## config.mk

```make
export PLATFORM = sky130hd
export DESIGN_NAME = branch_predictor
export DESIGN_NICKNAME = d
export VERILOG_FILES = /design/src/rtl/branch_predictor.sv
export SDC_FILE = /design/constraint.sdc
export NUM_CORES = 1
export LEC_CHECK = 0
export ABC_AREA = 1
export CAP_MARGIN = 10
export CORE_MARGIN = 3
export CORE_UTILIZATION = 35
export DETAILED_ROUTE_END_ITERATION = 12
export GPL_TIMING_DRIVEN = 0
export MAX_ROUTING_LAYER = met4
export PLACE_DENSITY = 0.6
export SYNTH_ARGS = -nofsm -noshare
export SYNTH_HDL_FRONTEND = slang
export SYNTH_SLANG_ARGS = --single-unit
```

## constraint.sdc

```tcl
create_clock -name clk -period 5.4 [get_ports clk]
set_input_delay 1.35 -clock clk [delete_from_list [all_inputs] [get_ports clk]]
set_output_delay 1.35 -clock clk [all_outputs]
set_load 0.05 [all_outputs]
```

## src/rtl/branch_predictor.sv

```systemverilog
// Table of saturating counters indexed by PC bits; same-cycle taken/not-taken prediction for ID.
// Counters are trained by branch resolution; resolved-branch and mispredict statistics kept for debug.
module branch_predictor #(
  parameter int PC_WIDTH   = 32,
  parameter int INDEX_BITS = 6,
  parameter int CTR_BITS   = 2,
  parameter int MODE       = 1,
  parameter int INIT_CTR   = 1,
  parameter int STAT_WIDTH = 32
) (
  input  logic                  clk,
  input  logic                  reset,
  input  logic                  i_flush,
  input  logic [PC_WIDTH-1:0]   i_lookup_pc,
  input  logic                  i_is_branch,
  output logic                  o_prediction,
  output logic                  o_ready,
  input  logic                  i_update_valid,
  input  logic [PC_WIDTH-1:0]   i_update_pc,
  input  logic                  i_update_taken,
  input  logic                  i_update_mispredict,
  output logic [STAT_WIDTH-1:0] o_branch_count,
  output logic [STAT_WIDTH-1:0] o_mispredict_count
);

  localparam int DEPTH = 1 << INDEX_BITS;

  typedef enum logic {INIT, RUN} state_t;

  state_t                state;
  state_t                state_nxt;
  logic [INDEX_BITS-1:0] ptr;
  logic [CTR_BITS-1:0]   ctr_table [DEPTH];
  logic [INDEX_BITS-1:0] lookup_idx;
  logic [INDEX_BITS-1:0] update_idx;
  logic [CTR_BITS-1:0]   update_cur;
  logic [CTR_BITS-1:0]   update_ctr;
  logic                  init_last;
  logic                  unused_pc_bits;

  assign lookup_idx = i_lookup_pc[INDEX_BITS+1:2];
  assign update_idx = i_update_pc[INDEX_BITS+1:2];
  assign init_last  = (ptr == INDEX_BITS'(DEPTH - 1));

  // Low byte-offset bits and high bits only alias entries; they take no part in indexing.
  assign unused_pc_bits = ^{i_lookup_pc[1:0], i_lookup_pc[PC_WIDTH-1:INDEX_BITS+2],
                            i_update_pc[1:0], i_update_pc[PC_WIDTH-1:INDEX_BITS+2]};

  always_ff @(posedge clk) begin
    if (reset) begin
      state <= INIT;
    end else begin
      state <= state_nxt;
    end
  end

  always_comb begin
    state_nxt = state;
    if (i_flush) begin
      state_nxt = INIT;
    end else begin
      case (state)
        INIT:    if (init_last) state_nxt = RUN;
        RUN:     state_nxt = RUN;
        default: state_nxt = INIT;
      endcase
    end
  end

  always_ff @(posedge clk) begin
    if (reset || i_flush) begin
      ptr <= '0;
    end else if (state == INIT) begin
      ptr <= ptr + INDEX_BITS'(1);
    end
  end

  always_comb begin
    update_cur = ctr_table[update_idx];
    update_ctr = update_cur;
    if (i_update_taken) begin
      if (update_cur != '1) update_ctr = update_cur + CTR_BITS'(1);
    end else begin
      if (update_cur != '0) update_ctr = update_cur - CTR_BITS'(1);
    end
  end

  // The table has no reset; the INIT sweep writes every entry before predictions are enabled.
  always_ff @(posedge clk) begin
    if (!reset && !i_flush) begin
      if (state == INIT) begin
        ctr_table[ptr] <= CTR_BITS'(INIT_CTR);
      end else if (i_update_valid) begin
        ctr_table[update_idx] <= update_ctr;
      end
    end
  end

  assign o_ready      = (state == RUN);
  assign o_prediction = i_is_branch & o_ready & (MODE == 1) & ctr_table[lookup_idx][CTR_BITS-1];

  // Statistics survive flushes and count updates even while the table is initialising.
  always_ff @(posedge clk) begin
    if (reset) begin
      o_branch_count     <= '0;
      o_mispredict_count <= '0;
    end else begin
      if (i_update_valid && (o_branch_count != '1)) begin
        o_branch_count <= o_branch_count + STAT_WIDTH'(1);
      end
      if (i_update_valid && i_update_mispredict && (o_mispredict_count != '1)) begin
        o_mispredict_count <= o_mispredict_count + STAT_WIDTH'(1);
      end
    end
  end

endmodule

```

Word level (Yosys, flattened, before mapping) --
Memory sizes are Yosys's and may differ from the RTL's. Cells that the tools add are included.
Storage, ports and cells: register bits 71, bits in writable memories 128, bits of input ports 71, output and inout port bits 66, logic and storage cells 42, memories kept 1
Operators by class: $add $sub $neg 5, equality and inequality tests 4, multiplexer cells 15, bitwise logic cells 3, reductions and logical operators 10
Memories:
- ctr_table | depth 64, bits a word 2, read ports 2, clocked after memory_dff 0, wr ports 1, line 33 | logic [CTR_BITS-1:0] ctr_table [DEPTH];
Operator list (number):
- adder 32 x 1 -> 32 bit, second input constant | 2
- != test 32 bit, second input constant | 2
- 2-to-1 mux 1 bit | 9
- 2-to-1 mux 2 bit | 4
- adder 6 x 1 -> 6 bit, second input constant | 1
- equality test 6 bit, second input constant | 1
- 2-to-1 mux 6 bit | 1
- logical AND 1 bit | 4
- OR reduction 2 bit | 2
- adder 2 x 1 -> 2 bit, second input constant | 1
- bitwise AND 1 bit | 2
- logical NOT 1 bit | 2
- != test 2 bit, second input constant | 1
- one-hot mux 1 bit (2 select lines) | 1
- nonzero test 2 bit | 1
- subtractor 2 x 1 -> 2 bit, second input constant | 1
- logical OR 1 bit | 1
- inverter 1 bit | 1

Depth between registers and ports, before layout --
word-level depth 6, depth in mapped cells 13, depth with buffers taken out 12

Least setup slack after synthesis --
OpenSTA, ideal clock, no wires.
path type input to output, from input i_lookup_pc[3], to output o_prediction, data arrival time 3141 ps, required time 4050 ps, slack 909 ps, cell stages on the path 9, buffers on the path 2, cells stage by stage clkbuf_1 > inv_1 > clkbuf_1 > o21ai_0 > o211ai_1 > nand3_1 > nand3_1 > nand3_1 > a21oi_1
Between the ends: longest elaborated chain between the ends 2
Ends and longest elaborated chain:
- from (decl) | line 14 | input logic [PC_WIDTH-1:0] i_lookup_pc,
- memory read (64 x 2 bit)
- bitwise AND 1 bit | line 100 | assign o_prediction = i_is_branch & o_ready & (MODE == 1) & ctr_table[lookup_idx][CTR_BITS-1];
- to (decl) | line 16 | output logic o_prediction,
No other way between the ends.

Final worst setup path --
Same ends and word-level chain as after synthesis.

==> flow_metrics.tcl <==
set metrics [dict create \
    status "complete, no violations" \
    yosysMostFrequentCell "nand2_1" \
    postCtsSetupRepairBufs 0 \
    die_area_um2 30800 \
    grt_usage 0.216 \
    synth_edf_count 128 \
    hold_viol 0 \
    wl_per_cell_um 18.5 \
    crit_path_start_kind "primary input" \
    power_leakage_nw 4.33 \
    first_iter_violations 1016 \
    cp_max_fo 10 \
    drive_gt1_frac 0.0546 \
    ant_nets 0 \
    ios 137 \
    ff2ff_path_depth 10 \
    final_util 0.427 \
    r2r_end "ctr_table[23][1]" \
    syn_to_final_growth_pct 19.0 \
    clkSlewWorstSetupHoldPaths_ns 0.07 \
    rsz0062_at_grt "false" \
    timing.final.crit_period_ns 5.30 \
    place_inst 1719 \
    cts_tree "done" \
    vias 9336 \
    ys_top_cells_by_count "nand2_1 (357), nor2_1 (159), nand3_1 (155)" \
    synthesis.area_um2 10100 \
    synth_ff_type "edfxtp_1" \
    row_count 61 \
    relSlewSlack 0.416 \
    first_pass_iters 5 \
    synth_area_per_cell_um2 8.00 \
    nets 1434 \
    crit_path_start "i_lookup_pc[3]" \
    maxCapViolCount 0 \
    clk_path_buf_depth 2 \
    start_util 0.359 \
    r2r_slack_ns 2.74 \
    yosys-top-cells-area "edfxtp_1 (38%), dfxtp_1 (14%), nand2_1 (13%), nand3_1 (7.7%), nor2_1 (5.9%)" \
    fin_crit_sh 0.982 \
    core_um2 28100 \
    synth_area_leader_cell "edfxtp_1" \
    synth-seq-cells 199 \
    ys_types 38 \
    path_class "in2out" \
    wirelength_mm 32.4 \
    tns_ns 0 \
    crit_end "o_prediction" \
    async_reset_ff_frac 0 \
    grt_pass1_vias 8840 \
    numCtsBuffers 17 \
    finalClockSkew_ns 0.0138 \
    synth.yosys.seq_area_share 0.523 \
    finalSetupViolCount 0 \
    clkSinkCount 199 \
    insertion_delay_ns 0.44 \
    powerDensity_nw_per_um2 260 \
    cts_root_buf "clkbuf_16" \
    slew_violations 0 \
    hold_path_class "reg2reg" \
    syn-instance-count 1259 \
    fmax_mhz 189 \
    final_area_um2 12000 \
    via_per_inst 5.33 \
    peakVddDrop_uv 174 \
    place_area_um2 11400 \
    syn_nets 1333 \
    r2r_start "o_ready" \
    grt_max_degree 37 \
    ys_warn_count 0 \
    end_kind "primary output" \
    final_cells 1753 \
    grt-ovfl-total 0 \
    grt_pass1_wl_mm 49.9 \
    remaining_drc_errors 0 \
    antenna_found_initial 2 \
    portBuffers 80 \
    synth.top_cell.area_share 0.382 \
    die_h_um 176 \
    worstPathArrival_ns 3.95 \
    dpl.hpwl_mm 22.3 \
    chipWidth_um 176 \
    htreeDepth 4 \
    tightest_slew_ns 0.868 \
    gp_congestion 0.984 \
    cp_data_required_time_ns 4.05 \
]
critical path, cell delays in order:
cell           delay [ns]
clkbuf_1             0.27
inv_1                0.34
clkbuf_1             0.50
o21ai_0              0.19
o211ai_1             0.23
nand3_1              0.12
nand3_1              0.14
nand3_1              0.09
a21oi_1              0.16
dlygate4sd2_1        0.55
registers in the layout (all words and copies together), names as in the netlist:
signal	flops
ctr_table	128
o_mispredict_count	32
o_branch_count	32
ptr	6
o_ready	1
power by group:
| part | switching [mW] | total, mW | internal [mW] |
|---|---|---|---|
| registers | 0.00483 | 1.61 | 1.60 |
| clock network | 0.631 | 1.29 | 0.660 |
| logic | 0.158 | 0.219 | 0.0604 |
| total | 0.794 | 3.12 | 2.32 |
routing by layer:
| layer | part of all wire | wire (um) | track usage |
|---|---|---|---|
| met5 | 0 | 0 | - |
| met4 | 0.027 | 865 | 0.0742 |
| met3 | 0.088 | 2850 | 0.0482 |
| met2 | 0.45 | 14500 | 0.329 |
| met1 | 0.44 | 14300 | 0.285 |
logic make-up after synthesis:
| group | Yosys count | synth area share |
|---|---|---|
| compound gates | 138 | 0.0757 |
| fa+ha+maj | 3 | 0.00373 |
| flops | 199 | 0.523 |
| xor+xnor | 23 | 0.0200 |
| simple gates | 758 | 0.322 |
| buf+inv | 138 | 0.0554 |
layout make-up:
| cell class | count | area [um2] |
|---|---|---|
| diodes | 2 | 5.00 |
| clock buffers | 18 | 429 |
| plain buffers | 49 | 230 |
| repair buffers | 82 | 840 |
| fillers | 2871 | 16100 |
| multi-input cells | 922 | 4260 |
| well taps | 378 | 473 |
| clock inverters | 14 | 155 |
| inverters | 89 | 334 |
| flip-flops and latches | 199 | 5270 |
cell usage in the layout (no fill, tap or decap), types with 16 or more instances in the layout:
cell type	synthesis	final
a21oi_1	68	68
clkbuf_1	33	29
clkbuf_16	0	17
clkdlybuf4s50_1	0	79
dfxtp_1	71	71
edfxtp_1	128	128
inv_1	84	84
nand2_1	357	356
nand3_1	155	155
nand4_1	25	25
nor2_1	159	158
nor3_1	30	30
nor4_1	16	16
o21ai_0	47	47
repair_timing:
action	CTS	global route
setup endpoints to repair	1	1
hold buffers	0	0
resized for setup	1	10
how the worst min path moves through the flow:
stage	start	end	slack (ns)	cells after the start
2_1_floorplan	ptr[5]	o_ready	0.44	2
3_3_place_gp	ptr[4]	ptr[5]	0.47	2
3_5_place_dp	ptr[5]	o_ready	0.47	2
4_1_cts	ptr[5]	o_ready	0.48	2
5_1_grt	o_mispredict_count[4]	o_mispredict_count[4]	0.52	2
6_report	ptr[5]	o_ready	0.48	2
stage by stage:
| stage | setup slack, ns | power, mW | hold slack, ns |
|---|---|---|---|
| floorplan | 0.909 | 1.77 | 0.439 |
| global placement | -1.91 | 1.85 | 0.473 |
| detailed placement | -0.181 | 1.85 | 0.467 |
| CTS | 0.0879 | 3.13 | 0.484 |
| global route | 0.0368 | 3.21 | 0.517 |
| finish | 0.0989 | 3.12 | 0.483 |
Power figures use the tool's default switching activity.
==> RTL change, RTL diff (config.mk and constraints unchanged) <==
Set the parameter `INDEX_BITS` to 5 (it was 6).
--- a/src/rtl/branch_predictor.sv
+++ b/src/rtl/branch_predictor.sv
@@ -3,5 +3,5 @@
 module branch_predictor #(
   parameter int PC_WIDTH   = 32,
-  parameter int INDEX_BITS = 6,
+  parameter int INDEX_BITS = 5,
   parameter int CTR_BITS   = 2,
   parameter int MODE       = 1,
Function: same outputs for any inputs over 10 cycles, from zero or initial values and one cycle with reset high; that may be too few to reach the edited logic, so the function may still have changed.
==> RTL change against the original RTL <==
- register-to-register slack better by 410 ps
- power shrank 22%
- largest cell class is now multi-input gates
- sequential cell count decreased by 65
- area after synthesis is 26% lower
- final area fell by 23%
- setup slack better by 58 ps
- routed wire length shrank 33%
- clock power decreased by 5%
==> RTL change: results (changes against the original RTL) <==
Drt
The starting DRC count in detailed routing came to 583 (-43%). The post-detailed-route via-to-cell ratio was 4.96 (-6.8%).

Global routing
The initial antenna violation count is 0 (-2). The total routing usage reported by global routing is 20.0% (-1.6 points). The first-pass GRT wire length is 34700 µm (-31%). The maximum number of pins on one net before global-route repair was 33 (-11%).

Place
The total of buffers placed on input and output ports came to 78 (-2.5%). The final weighted congestion in routability-driven placement is 0.935 (-5.0%). The setup slack at placement is -31.4 ps (+149 ps). The placed wire-length estimate is 15900 µm (-29%).

Status
The run finished with clean final reports.

Power and ir drop
The worst ir drop on vdd is 0.241 mV (+39%). The leakage power is 3.22 nW (-26%).

Critical path
The largest incremental delay on the critical path is 600 ps (+50 ps). The endpoint identified for the worst register-to-register timing path is ctr_table[10][1]. The register-to-register setup slack is 3150 ps (+410 ps).

The length in cells of the worst reg-to-reg path is 9 (-1).

Cells and area
The filler cell count in the final layout is 2087 (-27%). The antenna diode count is 0 (-2). The fraction of final layout cells sized beyond drive strength 1 is 9.16% (+3.7 points). In the final layout, the registers with the most flip-flops are ctr_table x64, o_branch_count x32, o_mispredict_count x32.

Synth
The distinct cell type count after synthesis is 42 (+11%). The main flop type after synthesis is dfxtp_1. The register area share after synthesis came to 44.8% (-7.5 points).

The post-synthesis net count is 1088 (-18%).

Hold path
The worst hold path terminates at ptr[4]. The startpoint of the tightest hold check path is ptr[4].

Timing
The largest clock skew in the final design is 10.0 ps (-3.76 ps).
[RTL change: changes by cell type after synthesis, sizes merged, moves of 6 or more]
cell	unedited run	this run
a21oi	68	52
clkbuf	33	14
edfxtp	128	64
nand2	357	333
nand3	156	80
nand4	25	12
nor2	162	156
nor4	17	1
o21ai	54	27
o21bai	1	8
xor2	15	24
[RTL change: layout make-up]
class	count	area [µm²]	area share, %
Multi-Input combinational cell	761	3590	39.1
Sequential cell	134	3320	36.2
Timing Repair Buffer	80	810	8.81
Clock buffer	17	425	4.63
Tap cell	270	338	3.68
Inverter	86	323	3.51
Clock inverter	15	191	2.08
Buffer	32	180	1.96
[RTL change: timing repair]
| action | CTS | global route |
|---|---|---|
| buffers inserted | 0 | 0 |
| endpoints found under the setup margin | 1 | 0 |
| gates resized for setup | 1 | 0 |
[RTL change: how the worst max path moves through the flow]
| stage | startpoint | to | slack [ps] | cells after the start |
|---|---|---|---|---|
| after floorplan | i_lookup_pc[2] | o_prediction | 1210 | 8 |
| after global placement | i_lookup_pc[2] | o_prediction | -20 | 10 |
| after detailed placement | i_lookup_pc[2] | o_prediction | -30 | 10 |
| after CTS | i_lookup_pc[2] | o_prediction | 240 | 10 |
| after global routing | i_lookup_pc[2] | o_prediction | 70 | 10 |
| final | i_lookup_pc[2] | o_prediction | 160 | 10 |
[RTL change: stage by stage]
stage / hold slack (ps) / cells / util [%] / cell area (µm²)
2_1_floorplan: 449 / 1013 / - / 7420
3_3_place_gp: 471 / 1361 / 41.6 / 8540
3_5_place_dp: 486 / 1362 / 41.7 / 8550
4_1_cts: 497 / 1394 / 44.7 / 9170
5_1_grt: 514 / 1395 / 44.8 / 9180
6_report: 485 / 1395 / 44.8 / 9180
[RTL change: report_power, final]
group	leakage [nW]	internal, mW	switching (mW)
Combinational	1.77	0.0454	0.101
Sequential	1.15	1.06	0.00427
Clock	0.298	0.738	0.485
Total	3.22	1.84	0.591
[RTL change: cell families after synthesis]
kind of cell,after synthesis,synth area share (%)
buf+inv,118,6.78
fa+ha+maj,4,0.675
simple gates,626,35.7
flops,134,44.8
xor+xnor,34,4.01
compound gates,97,8.00
[RTL change: routing by layer]
layer / GRT usage, % / up-vias / routed length (µm)
li1: - / 3491 / -
met1: 25.4 / 3183 / 10000
met2: 31.9 / 214 / 10000
met3: 4.82 / 37 / 1330
met4: 5.97 / 0 / 392
met5: - / - / 0
[RTL change: tightest hold or removal path, cell delays in order, from the launching register on]
cell and delay, ps:
dfxtp_1 330, nand2_1 60, a21oi_1 60
